==> src/rtl/fifo_push_arbiter_if.sv <==
// Push-side bundle between the requesters, the consumer strobe and the shared FIFO push port.
// The master view belongs to the arbiter; the slave view belongs to requesters, consumer and FIFO.
interface fifo_push_arbiter_if #(
   parameter int NUM_REQ = 4,
   parameter int DATA_W  = 32,
   parameter int LEN_W   = 6
) ();
   logic [NUM_REQ-1:0]        Req;
   logic [NUM_REQ*LEN_W-1:0]  Req_Len;
   logic [NUM_REQ*DATA_W-1:0] Req_Data;
   logic [NUM_REQ-1:0]        Req_Valid;
   logic [NUM_REQ-1:0]        Grant;
   logic [DATA_W-1:0]         Fifo_DIN;
   logic                      Fifo_PUSH;
   logic                      Fifo_POP;
   logic                      Fifo_Push_Flush;
   logic                      Flush_Req;
   logic                      Flush_Busy;
   logic [9:0]                Level;
   logic                      Underflow;

   modport master (
      input  Req, Req_Len, Req_Data, Req_Valid, Fifo_POP, Flush_Req,
      output Grant, Fifo_DIN, Fifo_PUSH, Fifo_Push_Flush, Flush_Busy, Level, Underflow
   );

   modport slave (
      output Req, Req_Len, Req_Data, Req_Valid, Fifo_POP, Flush_Req,
      input  Grant, Fifo_DIN, Fifo_PUSH, Fifo_Push_Flush, Flush_Busy, Level, Underflow
   );
endinterface

==> src/rtl/fifo_push_arbiter.sv <==
// Round-robin burst arbiter for the push port of a single-clock 512x32 FIFO. A burst is granted
// only when the FIFO can absorb all of it; occupancy is tracked from issued pushes and seen pops.
module fifo_push_arbiter #(
   parameter int NUM_REQ   = 4,
   parameter int DATA_W    = 32,
   parameter int DEPTH     = 512,
   parameter int LEN_W     = 6,
   parameter int MAX_BURST = 32,
   parameter int FLUSH_CYC = 2
) (
   input logic                 Clk,
   input logic                 Reset_N,
   fifo_push_arbiter_if.master bus
);
   localparam int IDX_W  = (NUM_REQ > 1) ? $clog2(NUM_REQ) : 1;
   localparam int BEAT_W = $clog2(MAX_BURST + 1);
   localparam int LVL_W  = 10;
   localparam int FCNT_W = (FLUSH_CYC > 1) ? $clog2(FLUSH_CYC) : 1;

   typedef enum logic [1:0] {
      IDLE  = 2'd0,
      BURST = 2'd1,
      FLUSH = 2'd2
   } state_t;

   state_t              state_r, state_nx_s;
   logic [NUM_REQ-1:0]  grant_r, grant_nx_s;
   logic [IDX_W-1:0]    owner_r, owner_nx_s;
   logic [IDX_W-1:0]    rr_r, rr_nx_s;
   logic [IDX_W-1:0]    cand_s, hit_idx_s;
   logic                hit_s;
   logic [BEAT_W-1:0]   beats_r, beats_nx_s;
   logic [BEAT_W-1:0]   cand_len_s, hit_len_s;
   logic [LVL_W-1:0]    level_r, level_nx_s;
   logic [LVL_W-1:0]    committed_r, committed_nx_s;
   logic [LVL_W-1:0]    free_s;
   logic                latch_r, latch_nx_s;
   logic [FCNT_W-1:0]   fcnt_r, fcnt_nx_s;
   logic [DATA_W-1:0]   din_r, din_nx_s;
   logic                push_r, push_nx_s;
   logic                pflush_r, pflush_nx_s;
   logic                busy_r, busy_nx_s;
   logic                under_r, under_nx_s;
   logic                pop_ok_s;
   logic                accept_s;

   function automatic logic [BEAT_W-1:0] eff_len(input logic [LEN_W-1:0] len);
      logic [BEAT_W-1:0] r;
      if (int'(len) > MAX_BURST) r = BEAT_W'(MAX_BURST);
      else                       r = BEAT_W'(len);
      return r;
   endfunction

   function automatic logic [IDX_W-1:0] wrap_idx(input logic [IDX_W-1:0] base, input int step);
      int s;
      s = int'(base) + step;
      if (s >= NUM_REQ) s = s - NUM_REQ;
      return IDX_W'(s);
   endfunction

   // Room left once the in-flight burst lands; a grant needs its whole clamped length to fit.
   assign free_s = LVL_W'(DEPTH) - committed_r;

   // Next-state, occupancy and registered-output logic.
   always_comb begin
      state_nx_s     = state_r;
      grant_nx_s     = grant_r;
      owner_nx_s     = owner_r;
      rr_nx_s        = rr_r;
      beats_nx_s     = beats_r;
      latch_nx_s     = latch_r;
      fcnt_nx_s      = fcnt_r;
      din_nx_s       = din_r;
      push_nx_s      = 1'b0;
      pflush_nx_s    = 1'b0;
      hit_s          = 1'b0;
      hit_idx_s      = '0;
      hit_len_s      = '0;
      cand_s         = '0;
      cand_len_s     = '0;

      pop_ok_s   = bus.Fifo_POP && (level_r != '0) && (state_r != FLUSH);
      under_nx_s = bus.Fifo_POP && (level_r == '0) && (state_r != FLUSH);
      accept_s   = (state_r == BURST) && bus.Req_Valid[owner_r];

      case ({push_r, pop_ok_s})
         2'b10:   level_nx_s = level_r + LVL_W'(1);
         2'b01:   level_nx_s = level_r - LVL_W'(1);
         default: level_nx_s = level_r;
      endcase

      if (pop_ok_s) committed_nx_s = committed_r - LVL_W'(1);
      else          committed_nx_s = committed_r;

      // Skip requesters that do not fit so one large burst cannot stall the others.
      for (int k = 0; k < NUM_REQ; k++) begin
         cand_s     = wrap_idx(rr_r, k);
         cand_len_s = eff_len(bus.Req_Len[int'(cand_s)*LEN_W +: LEN_W]);
         if (!hit_s && bus.Req[cand_s] && (cand_len_s != '0) &&
             (LVL_W'(cand_len_s) <= free_s)) begin
            hit_s     = 1'b1;
            hit_idx_s = cand_s;
            hit_len_s = cand_len_s;
         end else begin
            hit_s = hit_s;
         end
      end

      case (state_r)
         IDLE: begin
            if (bus.Flush_Req || latch_r) begin
               state_nx_s  = FLUSH;
               latch_nx_s  = 1'b0;
               fcnt_nx_s   = '0;
               pflush_nx_s = 1'b1;
            end else if (hit_s) begin
               state_nx_s             = BURST;
               grant_nx_s             = '0;
               grant_nx_s[hit_idx_s]  = 1'b1;
               owner_nx_s             = hit_idx_s;
               beats_nx_s             = hit_len_s;
               committed_nx_s         = committed_nx_s + LVL_W'(hit_len_s);
               rr_nx_s                = wrap_idx(hit_idx_s, 1);
            end else begin
               state_nx_s = IDLE;
            end
         end
         BURST: begin
            if (bus.Flush_Req) latch_nx_s = 1'b1;
            else               latch_nx_s = latch_r;
            if (accept_s) begin
               push_nx_s  = 1'b1;
               din_nx_s   = bus.Req_Data[int'(owner_r)*DATA_W +: DATA_W];
               beats_nx_s = beats_r - BEAT_W'(1);
               if (beats_r == BEAT_W'(1)) begin
                  state_nx_s = IDLE;
                  grant_nx_s = '0;
               end else begin
                  state_nx_s = BURST;
               end
            end else begin
               beats_nx_s = beats_r;
            end
         end
         FLUSH: begin
            if (fcnt_r == FCNT_W'(FLUSH_CYC - 1)) begin
               state_nx_s     = IDLE;
               level_nx_s     = '0;
               committed_nx_s = '0;
            end else begin
               fcnt_nx_s   = fcnt_r + FCNT_W'(1);
               pflush_nx_s = 1'b1;
            end
         end
         default: begin
            state_nx_s = IDLE;
            grant_nx_s = '0;
         end
      endcase

      busy_nx_s = (state_nx_s == FLUSH) || latch_nx_s;
   end

   // State and output registers.
   always_ff @(posedge Clk or negedge Reset_N) begin
      if (!Reset_N) begin
         state_r     <= IDLE;
         grant_r     <= '0;
         owner_r     <= '0;
         rr_r        <= '0;
         beats_r     <= '0;
         level_r     <= '0;
         committed_r <= '0;
         latch_r     <= 1'b0;
         fcnt_r      <= '0;
         din_r       <= '0;
         push_r      <= 1'b0;
         pflush_r    <= 1'b0;
         busy_r      <= 1'b0;
         under_r     <= 1'b0;
      end else begin
         state_r     <= state_nx_s;
         grant_r     <= grant_nx_s;
         owner_r     <= owner_nx_s;
         rr_r        <= rr_nx_s;
         beats_r     <= beats_nx_s;
         level_r     <= level_nx_s;
         committed_r <= committed_nx_s;
         latch_r     <= latch_nx_s;
         fcnt_r      <= fcnt_nx_s;
         din_r       <= din_nx_s;
         push_r      <= push_nx_s;
         pflush_r    <= pflush_nx_s;
         busy_r      <= busy_nx_s;
         under_r     <= under_nx_s;
      end
   end

   assign bus.Grant           = grant_r;
   assign bus.Fifo_DIN        = din_r;
   assign bus.Fifo_PUSH       = push_r;
   assign bus.Fifo_Push_Flush = pflush_r;
   assign bus.Flush_Busy      = busy_r;
   assign bus.Level           = level_r;
   assign bus.Underflow       = under_r;
endmodule

==> src/flat_wrapper.sv <==
// flat-port wrapper written by rule: the top's interface ports become plain ports
module fifo_push_arbiter_flat 
#(
   parameter int NUM_REQ   = 4,
   parameter int DATA_W    = 32,
   parameter int DEPTH     = 512,
   parameter int LEN_W     = 6,
   parameter int MAX_BURST = 32,
   parameter int FLUSH_CYC = 2
)
  (Clk, Reset_N, bus_Req, bus_Req_Len, bus_Req_Data, bus_Req_Valid, bus_Fifo_POP, bus_Flush_Req, bus_Grant, bus_Fifo_DIN, bus_Fifo_PUSH, bus_Fifo_Push_Flush, bus_Flush_Busy, bus_Level, bus_Underflow);
  fifo_push_arbiter_if #(.NUM_REQ(NUM_REQ), .DATA_W(DATA_W), .LEN_W(LEN_W)) bus_i ();
  input logic Clk;
  input logic Reset_N;
  input wire logic [$bits(bus_i.Req)-1:0] bus_Req;
  input wire logic [$bits(bus_i.Req_Len)-1:0] bus_Req_Len;
  input wire logic [$bits(bus_i.Req_Data)-1:0] bus_Req_Data;
  input wire logic [$bits(bus_i.Req_Valid)-1:0] bus_Req_Valid;
  input wire logic [$bits(bus_i.Fifo_POP)-1:0] bus_Fifo_POP;
  input wire logic [$bits(bus_i.Flush_Req)-1:0] bus_Flush_Req;
  output wire logic [$bits(bus_i.Grant)-1:0] bus_Grant;
  output wire logic [$bits(bus_i.Fifo_DIN)-1:0] bus_Fifo_DIN;
  output wire logic [$bits(bus_i.Fifo_PUSH)-1:0] bus_Fifo_PUSH;
  output wire logic [$bits(bus_i.Fifo_Push_Flush)-1:0] bus_Fifo_Push_Flush;
  output wire logic [$bits(bus_i.Flush_Busy)-1:0] bus_Flush_Busy;
  output wire logic [$bits(bus_i.Level)-1:0] bus_Level;
  output wire logic [$bits(bus_i.Underflow)-1:0] bus_Underflow;
  assign bus_i.Req = bus_Req;
  assign bus_i.Req_Len = bus_Req_Len;
  assign bus_i.Req_Data = bus_Req_Data;
  assign bus_i.Req_Valid = bus_Req_Valid;
  assign bus_i.Fifo_POP = bus_Fifo_POP;
  assign bus_i.Flush_Req = bus_Flush_Req;
  assign bus_Grant = bus_i.Grant;
  assign bus_Fifo_DIN = bus_i.Fifo_DIN;
  assign bus_Fifo_PUSH = bus_i.Fifo_PUSH;
  assign bus_Fifo_Push_Flush = bus_i.Fifo_Push_Flush;
  assign bus_Flush_Busy = bus_i.Flush_Busy;
  assign bus_Level = bus_i.Level;
  assign bus_Underflow = bus_i.Underflow;
  fifo_push_arbiter #(.NUM_REQ(NUM_REQ), .DATA_W(DATA_W), .DEPTH(DEPTH), .LEN_W(LEN_W), .MAX_BURST(MAX_BURST), .FLUSH_CYC(FLUSH_CYC)) u_core (.Clk(Clk), .Reset_N(Reset_N), .bus(bus_i));
endmodule
==> config.mk <==
export PLATFORM = sky130hd
export DESIGN_NAME = fifo_push_arbiter_flat
export DESIGN_NICKNAME = d
export VERILOG_FILES = /design/src/rtl/fifo_push_arbiter_if.sv /design/src/rtl/fifo_push_arbiter.sv /design/src/flat_wrapper.sv
export SDC_FILE = /design/constraint.sdc
export NUM_CORES = 1
export LEC_CHECK = 0
export BUFFER_PORTS_ARGS = -buffer_cell sky130_fd_sc_hd__buf_4
export CAP_MARGIN = 20
export CORE_MARGIN = 1
export CORE_UTILIZATION = 55
export CTS_BUF_LIST = sky130_fd_sc_hd__clkbuf_2
export CTS_CLUSTER_DIAMETER = 40
export CTS_CLUSTER_SIZE = 20
export DETAILED_ROUTE_END_ITERATION = 10
export PLACE_DENSITY = 0.86
export SETUP_SLACK_MARGIN = 0.15
export SKIP_LAST_GASP = 1
export SLEW_MARGIN = 30
export SYNTH_ARGS = -nofsm -noshare
export SYNTH_HDL_FRONTEND = slang
export SYNTH_SLANG_ARGS = --single-unit
==> constraint.sdc <==
create_clock -name Clk -period 14.5 [get_ports Clk]
set_input_delay 0.725 -clock Clk [delete_from_list [all_inputs] [get_ports Clk]]
set_output_delay 0.725 -clock Clk [all_outputs]
set_load 0.005 [all_outputs]
==> out/results.txt, run 1 <==
The core occupancy in the finished layout came out at 72.6%. The number of diodes was 0; the DRC violation total after the first TritonRoute iteration was 430. The internal power of the cells totals 978 µW. Among the stages of the critical path, the cell type that occurs most often is a21o_1. The run finished with clean final reports.

The combinational share of power was 71.9%. The synthesized netlist devotes 9.31% of its cell area to adder and majority cells. The placed instances occupy a cell area of 8280 µm².

The standby leakage power is 3.83 nW, and the row count is 39. The clock network is responsible for 6.4% of the overall power. The biggest cell delay along the critical path is 0.76 ns, and the highest clock frequency the design can meet is 167 MHz. The worst supply voltage drop on vdd was 0.105 mV; the multiplexer area fraction after synthesis was 26.9%. From synthesis to final layout, the design area changed by 27.0%. Cells with a size suffix above 1 make up 41.8% of the layout. In this run the clock root is driven by a clkbuf_2.

The worst setup path is captured at a flip-flop. The logs give 16.7 mm for the HPWL reported at the end of detailed placement and 11600 µm² for the placeable core region. Final number of hold-violating endpoints: 0. The synthesized netlist occupies a cell area of 6620 µm².

After synthesis, the share of flip-flops with an asynchronous set or reset is 100%. Summed over all failing endpoints, the final setup total negative slack is 0 ns. Clock latency on the worst-skew pair, taken at its later pin, is 0.55 ns.

The most used flip-flop cell after synthesis is dfrtp_1. Post-CTS repair changed the size of 0 cells. In this run the deepest clock path goes through 2 buffers.

The tools report the number of antenna violations at the first check in global routing as 0. The total congestion overflow after global routing was 0; the clock-pin transition on the worst setup and hold timing paths was 0.23 ns. The fraction of the yosys area taken by sequential cells was 28.0%; the final critical-path required period was 5.99 ns. The width of the die was 112 µm; the vias after detailed routing was 6264. After synthesis, the largest family of logic cells by area is multiplexers. The critical path goes through buf_4, mux4_2, nor2b_1, ha_1, a21o_1, a21oi_1, nor2b_1, o32ai_1, o21a_2, a31oi_1, o211ai_1, ha_1, a21o_1, a21o_1, a21o_1, a21oi_1, nor2_1, nor2_1, o31ai_1, a2bb2oi_1, o22ai_1. STA puts the critical path data required time at 14.93 ns. The most common cell in the synthesized netlist is dfrtp_1.

The vertical extent of the die was 112 µm. The tools report the worst slack on hold paths as 0.150 ns. The share of the cycle needed by the critical path after routing was 41.3%.

Dividing the detail-routed wire length by the instance count gives 21.5 µm. Data arrives at the worst endpoint at 6.42 ns. The worst-case headroom to the max-slew limit is 41.7%, and the maximum fanout encountered on the critical timing path is 20.

Once detail routing completed, the nets flagged for antenna violations numbered 0. The count of buffers added on input and output ports is 213. The first global-routing pass estimated 33.0 mm of wire. Wires add up to 20.9 mm. In the post-synthesis netlist, the biggest area contributors are dfrtp_1, mux4_2, ha_1. Counting every instance in the synthesized netlist gives 622. Using the TritonRoute via totals, the vias-per-cell ratio works out to 6.47. The post-route standard cell area excluding fillers is 8400 µm², and the total of warnings raised by yosys is 0. Summing the areas of all and, or, nand and nor instances in the mapped netlist gives 13.4% of the synthesized area. For this design, the sink count on the clock tree is 74. Per report_power, the sequential group accounts for 21.7% of the total. The worst setup path is launched from a flip-flop.

Setup violations remaining at the end of the flow were counted as 0. The count of maximum capacitance violations came out at 0. The worst hold path belongs to the class in2async. Summing the areas of all compound-gate instances in the mapped netlist gives 14.6% of the synthesized area.

The worst setup path is of the reg2reg kind. Synthesis instantiated 76 different standard cells from the library. The number of cells on the worst reg-to-reg path is 21. Of the total power, the share spent switching nets is 47.8%. Once the floorplan was initialized, standard cells occupied 57.2% of the core.

The floorplan step defined a die boundary enclosing 12500 µm². The endpoint identified for the worst register-to-register timing path is u_core.committed_r[7]. The number of nets in the synthesized netlist is 834.

The startpoint identified for the worst register-to-register timing path is u_core.rr_r[0]. In the synthesized netlist, the cells that appear most often are dfrtp_1, mux4_2, ha_1. In this run the power spent charging and discharging nets is 895 µW. In this run the worst setup path begins at u_core.rr_r[0].

The number of clock buffers added by TritonCTS is 9. The number of enable-type register cells in the synthesized netlist is 0. Setup repair after global routing left no endpoint under its margin. For the number of slew-limit violations in the final report, the log shows 0. The synthesized design spends more area on one cell type than any other, namely dfrtp_1. The xor/xnor cell area share of the yosys netlist is 3.71%. In this run the mean area of a mapped cell was 10.6 µm². Entering global routing, the biggest net connects 75 pins. The final weighted congestion of routability-driven global placement is 0.942.

The fraction of synthesized cell area taken by the top area cell type was 28.0%. TritonCTS built the clock tree. For the number of detailed-routing iterations run before antenna repair, the log shows 6. The slowest stage of the critical path belongs to the cell dfrtp_1.

Global routing consumed, over all layers together, 34.0% of the routing resources. The setup check on the worst reg-to-reg path leaves a slack of 8.51 ns. The tools report the top-level I/O count as 214. The run gives 0 as the post-CTS repair timing setup buffer count. Synthesis inferred 74 register bits.

The post-route DRC violation count came out at 0. The tools report the number of global-route vias before repair as 6501. The final worst clock skew was 0.0317 ns; the number of fill cells was 824. The count of H-tree levels built during CTS came out at 3. At the pin with the least slew margin, the transition time is 0.871 ns.

Hold repair after CTS inserted 0 buffers. The final layout contains 1032 nets. Power spread over the standard cell area amounts to 223 nW/µm².
metal layers:
metal	GRT usage (%)	up-vias	share of wire, %
li1	-	2758	-
met1	41.1	3119	37
met2	61.7	336	53
met3	6.97	51	7.5
met4	9.01	0	2.7
met5	0	-	0
state kept, by name, summed over array words and instances (netlist names), 2 cells and up:
name                 cells
u_core.committed_r      10
u_core.state_r           2
u_core.bus.Fifo_DIN     32
u_core.rr_r              2
u_core.bus.Grant         4
u_core.beats_r           6
u_core.bus.Level        10
u_core.owner_r           2
cells by family after synthesis:
family	count (synthesis)
DFF	74
AOI/OAI and AO/OA	140
and+or+nand+nor	167
xor gates and xnor gates	28
buffers and inverters	63
adders and majority gates	48
muxes	102
worst max-delay path by stage:
stage | to | cells past startpoint
after CTS | u_core.committed_r[8] | 20
after global routing | u_core.committed_r[8] | 20
after detailed placement | u_core.committed_r[8] | 20
final | u_core.committed_r[7] | 21
after global placement | u_core.committed_r[8] | 20
after floorplan | u_core.committed_r[7] | 21
layout by cell type (no fill, tap or decap), types with 5 or more instances in the layout:
master    count
o21ai_0      17
mux2i_1       8
a21oi_1      43
o31ai_1       6
nor2_1       40
buf_4       216
mux2_2       37
nor2b_1      22
xnor2_1      14
mux4_2       57
inv_1        31
xor2_1       14
nand2b_1      8
nand2_1      39
a21o_1       11
nand3_1      10
nor4_1        7
o211ai_1      5
dfrtp_1      73
o22ai_1       9
clkbuf_2      9
ha_1         46
cell type report:
class,instances,area [µm²],area share (%)
clock buffers,9,45.0,0.536
clock inverters,7,68.8,0.819
multi-input cells,485,4490,53.5
flip-flops and latches,74,1850,22.1
inverters,33,125,1.49
well taps,143,179,2.13
repair buffers,217,1630,19.4
critical path: cells and delay by family (launching register included):
family | cells | cell delay (ns)
AO/OA/AOI/OAI | 13 | 2.86
flip-flops | 1 | 0.76
multiplexers | 1 | 0.64
AND/OR/NAND/NOR | 4 | 0.60
adder cells (fa/ha/maj) | 2 | 0.59
buffers and inverters | 1 | 0.43
power groups by stage:
stage / sequential [mW] / combinational, mW / clock (mW)
global route: 0.419 / 1.47 / 0.128
CTS: 0.404 / 1.33 / 0.121
detailed placement: 0.406 / 1.33 / 0
global placement: 0.400 / 1.27 / 0
floorplan: 0.371 / 0.963 / 0
finish: 0.406 / 1.35 / 0.120
metrics by stage:
stage	cells	worst slack, ns	power, mW
2_1_floorplan	622	9.74	1.33
3_3_place_gp	952	9.00	1.67
3_5_place_dp	952	8.64	1.73
4_1_cts	968	8.64	1.86
5_1_grt	968	8.07	2.02
6_report	968	8.51	1.87
Note: power is estimated with default switching activity, not from simulation.
==> inputs of run 2 (changes only) <==
--- a/config.mk
+++ b/config.mk
@@ -5,15 +5,16 @@
 export SDC_FILE = /design/constraint.sdc
 export NUM_CORES = 1
 export LEC_CHECK = 0
+export ABC_AREA = 1
 export BUFFER_PORTS_ARGS = -buffer_cell sky130_fd_sc_hd__buf_4
 export CAP_MARGIN = 20
 export CORE_MARGIN = 1
-export CORE_UTILIZATION = 55
+export CORE_UTILIZATION = 49
 export CTS_BUF_LIST = sky130_fd_sc_hd__clkbuf_2
 export CTS_CLUSTER_DIAMETER = 40
 export CTS_CLUSTER_SIZE = 20
 export DETAILED_ROUTE_END_ITERATION = 10
-export PLACE_DENSITY = 0.86
+export PLACE_DENSITY = 0.8
 export SETUP_SLACK_MARGIN = 0.15
 export SKIP_LAST_GASP = 1
 export SLEW_MARGIN = 30
==> constraint.sdc (replaced) <==
create_clock -name Clk -period 4.8 [get_ports Clk]
set_input_delay 0.24 -clock Clk [delete_from_list [all_inputs] [get_ports Clk]]
set_output_delay 0.24 -clock Clk [all_outputs]
set_load 0.005 [all_outputs]
==> run 2 against run 1 <==
  * Total power grew to 4.1 times the previous value
  * Cell count is 62% higher
  * Combinational power grew to 4.3 times the previous value
  * Synthesized area is 7.1% higher
  * Critical path type unchanged
  * Critical endpoint is now u_core.committed_r[8]
  * Highest routed layer unchanged
==> out/results.txt, run 2 <==
The logs give 612 (+42%) for the DRC violation total after the first TritonRoute iteration and 214 (unchanged) for the top-level I/O count. For the netlist area before placement, the log shows 7090 µm² (+7.1%). Post-route standard cell area excluding fillers: 9670 µm² (+15%).

Setup repair after global routing could not meet its margin everywhere. Biggest cell delay along the critical path: 0.53 ns (-0.23 ns). The logs give 50.7% (-6.5 points) for the starting utilization of the core area and 223 MHz (+33%) for the highest clock frequency the design can meet. The slowest cell on the critical path is dfrtp_2. Critical path class: reg2reg. The overall track demand over capacity in global routing was 29.6% (-4.4 points). The logs give 2 (unchanged) for the maximum clock insertion buffer count and 75 (unchanged) for the pin count of the biggest net entering global routing. By area the synthesized netlist is led by dfrtp_1, nand2_1, nor2_1.

The number of slew-limit violations in the final report was 0 (unchanged). By instance count, the cell type seen most on the critical path is nand2_1. For the row count, the log shows 43 (+10%). The least setup slack across all paths after layout came out at 0.309 ns (-8.21 ns). The number of buffer and inverter instances along the worst setup path was 3 (+2); the required arrival time at the worst endpoint was 5.29 ns (-9.64 ns). The post-route DRC violation count is 0 (unchanged), and the area added between synthesis and finish is 36.4%.

The flow ran to the end, and the final reports show no timing, DRC or antenna violations. The routed wire length per instance works out to 14.4 µm (-33%). Maximum fanout encountered on the critical timing path: 21 (+5.0%). The number of detailed-routing iterations run before antenna repair is 5 (-1), and the post-synthesis area per instance is 6.22 µm² (-42%). The number of global-route vias before repair was 7485 (+15%). The total congestion overflow after global routing is 0 (unchanged). The count of H-tree levels built during CTS was 3 (unchanged); the global-route wire length before repair was 34.7 mm (+5.0%). The library cell used most frequently in the layout, excluding fill and tap cells, is nand2_1. The number of antenna violations at the first check in global routing is 0 (unchanged).

Total of warnings raised by yosys: 0 (unchanged). The run gives 41 (-46%) as the number of distinct library cell variants in the gate-level netlist after synthesis. The worst-case headroom to the max-slew limit was 53.0% (+11 points).

The run gives 0.941 (about the same) as the final weighted congestion of routability-driven global placement. The mean number of vias per cell was 5.34 (-18%). The number of sinks driven by the clock tree came out at 74 (unchanged).

The clock-pin transition on the worst setup and hold timing paths came out at 0.22 ns (about the same). For the final net count, the log shows 1598 (+55%). The share of synthesized registers carrying an async set or reset works out to 100% (unchanged).

In the synthesized netlist the dominant register cell turns out to be dfrtp_1. Largest area contributor in the synthesized netlist: dfrtp_1. The tools report the cell count after synthesis as 1139 (+83%). The worst slack on hold paths is 0.0489 ns (-0.101 ns).

The number of flip-flops in the largest register was 32 (unchanged). The die area is 14900 µm² (+20%). The HPWL reported at the end of detailed placement was 16.9 mm (+1.3%); the width of the die was 122 µm (+9.5%).

The fraction of the yosys area taken by sequential cells is 26.1% (-1.9 points), and the number of port buffers is 213 (unchanged). The total power density per cell area was 789 nW/µm² (+250%); the data arrival time at the worst-slack endpoint was 4.98 ns (-1.44 ns). The standby leakage power was 5.21 nW (+36%); the standard cell area after detailed placement was 8860 µm² (+7.0%). The run gives 1510 (+59%) as the total instance count after detailed placement. The number of enable-type register cells in the synthesized netlist is 0 (unchanged), and the worst-margin pin slew is 0.705 ns (-0.167 ns).

The total detailed-routing wirelength is 22.6 mm (+8.4%). The logs give 0 (unchanged) for the final number of hold-violating endpoints and 1572 (+62%) for the number of non-filler instances in the completed layout. The share of the cycle needed by the critical path after routing is 93.6% (+52 points), and the placeable core region is 14000 µm² (+21%). The run gives 8390 (+34%) as the vias after detailed routing. The share of final-layout standard cells stronger than drive strength 1 came out at 23.6% (-18 points).

Type of the worst min-delay path: in2reg. The fraction of synthesized cell area taken by the top area cell type came out at 26.1% (-1.9 points). The run gives 0 (unchanged) as the count of maximum capacitance violations. The run gives -0.181 ns (-8.82 ns) as the placement-stage worst setup slack.

The clock root buffer master is clkbuf_2. Grouping stages by cell kind, the critical path spends the most delay in simple AND/OR/NAND/NOR gates. After synthesis, the most frequently instantiated cells are nand2_1, nor2_1, inv_1. TritonCTS built the clock tree. The kind of end point of the critical path is a flip-flop. In the layout the commonest cells are nand2_1, buf_4, nor2_1, inv_1, o21ai_0.

The post-layout total power is 7.63 mW (+310%). The number of failing setup endpoints in the final timing report is 0 (unchanged), and the number of nets produced by synthesis is 1351 (+62%). The vertical extent of the die works out to 122 µm (+9.5%).

The worst setup path is launched from a flip-flop. The logs give 0.405 mV (+290%) for the worst supply voltage drop on vdd and 9 (unchanged) for the TritonCTS buffer count. Library cell with the highest instance count after synthesis: nand2_1. The logs give 0.57 ns (+0.02 ns) for the clock network latency to the later pin of the worst-skew pair and 0 (unchanged) for the remaining number of nets flagged by the antenna check after routing. The flip-flop and latch count after synthesis is 74 (unchanged), and the final worst clock skew is 0.0305 ns (-0.00120 ns). The number of fill cells was 1235 (+50%).

The final critical-path required period is 4.49 ns (-1.49 ns).
[run 2: cell types whose count changed after synthesis, sizes merged, moves of 31 or more]
cell	previous run	this run
o32ai	1	32
nor2	44	189
nand2	39	388
mux4	57	0
inv	31	109
mux2	37	0
o21ai	22	103
nand3	10	57
[run 2: worst reg2reg max path: cells and delay by family (launching register included)]
kind	cells	cell delay, ns
adders and majority gates	3	0.89
buffers and inverters	3	0.31
AOI/OAI and AO/OA	5	0.86
DFF	1	0.53
and+or+nand+nor	22	1.84
[run 2: per-stage QoR]
step	TNS, ns	util [%]
after CTS	0	66.9
after floorplan	0	-
after global routing	0	69.1
after global placement	-0.0279	63.3
final	0	69.1
after detailed placement	-0.332	63.3
[run 2: final timing paths]
kind	startpoint	depth (start not counted)	slack (ns)	endpoint
worst max-delay path	u_core.rr_r[0]	33	0.31	u_core.committed_r[8]
worst min-delay path	bus_Req_Data[80]	5	0.05	u_core.bus.Fifo_DIN[16]
worst max register to register	u_core.rr_r[0]	33	0.31	u_core.committed_r[8]
worst min register to register	u_core.bus.Fifo_DIN[9]	2	0.51	u_core.bus.Fifo_DIN[9]
max in group asynchronous	Reset_N	2	4.00	u_core.rr_r[1]
min in group asynchronous	Reset_N	2	0.21	u_core.committed_r[5]
[run 2: layout make-up]
type | instances | area [µm²] | share of cell area [%]
Timing Repair Buffer | 278 | 2190 | 22.6
Antenna cell | 1 | 2.50 | 0.0259
Clock buffer | 11 | 55.1 | 0.569
Multi-Input combinational cell | 914 | 4790 | 49.6
Sequential cell | 74 | 1860 | 19.3
Clock inverter | 5 | 129 | 1.33
Tap cell | 180 | 225 | 2.33
Inverter | 109 | 414 | 4.28
[run 2: power breakdown]
group	switching (mW)	total, mW	leakage (nW)	internal (mW)
clock network	0.238	0.520	0.106	0.282
logic	3.51	5.84	4.20	2.33
registers	0.331	1.26	0.912	0.934
total	4.08	7.63	5.21	3.55
[run 2: cell families (layout without fill, tap and decap cells)]
kind of cell / count (synthesis) / after routing / share of synthesized area, %
adder cells (fa/ha/maj): 48 / 48 / 8.69
AO/OA/AOI/OAI: 184 / 184 / 15.6
other: 0 / 1 / 0
XOR/XNOR: 20 / 22 / 2.74
flip-flops: 74 / 74 / 26.1
AND/OR/NAND/NOR: 660 / 660 / 38.0
buffers and inverters: 153 / 403 / 8.92
[run 2: timing repair]
item / in CTS / in global routing
hold buffers: 30 / 0
pin swaps: 0 / 11
gates resized for setup: 5 / 61
hold endpoints to repair: 95 / 0
setup endpoints to repair: 5 / 8
cloned: 0 / 2
buffers inserted: 1 / 12
[run 2: layer usage]
layer	routed length (µm)	GRT usage [%]	vias to the layer above
met5	0	0	-
met4	782	12.0	0
met3	1530	5.72	53
met2	11200	50.8	326
met1	9120	36.2	3829
li1	-	-	4182
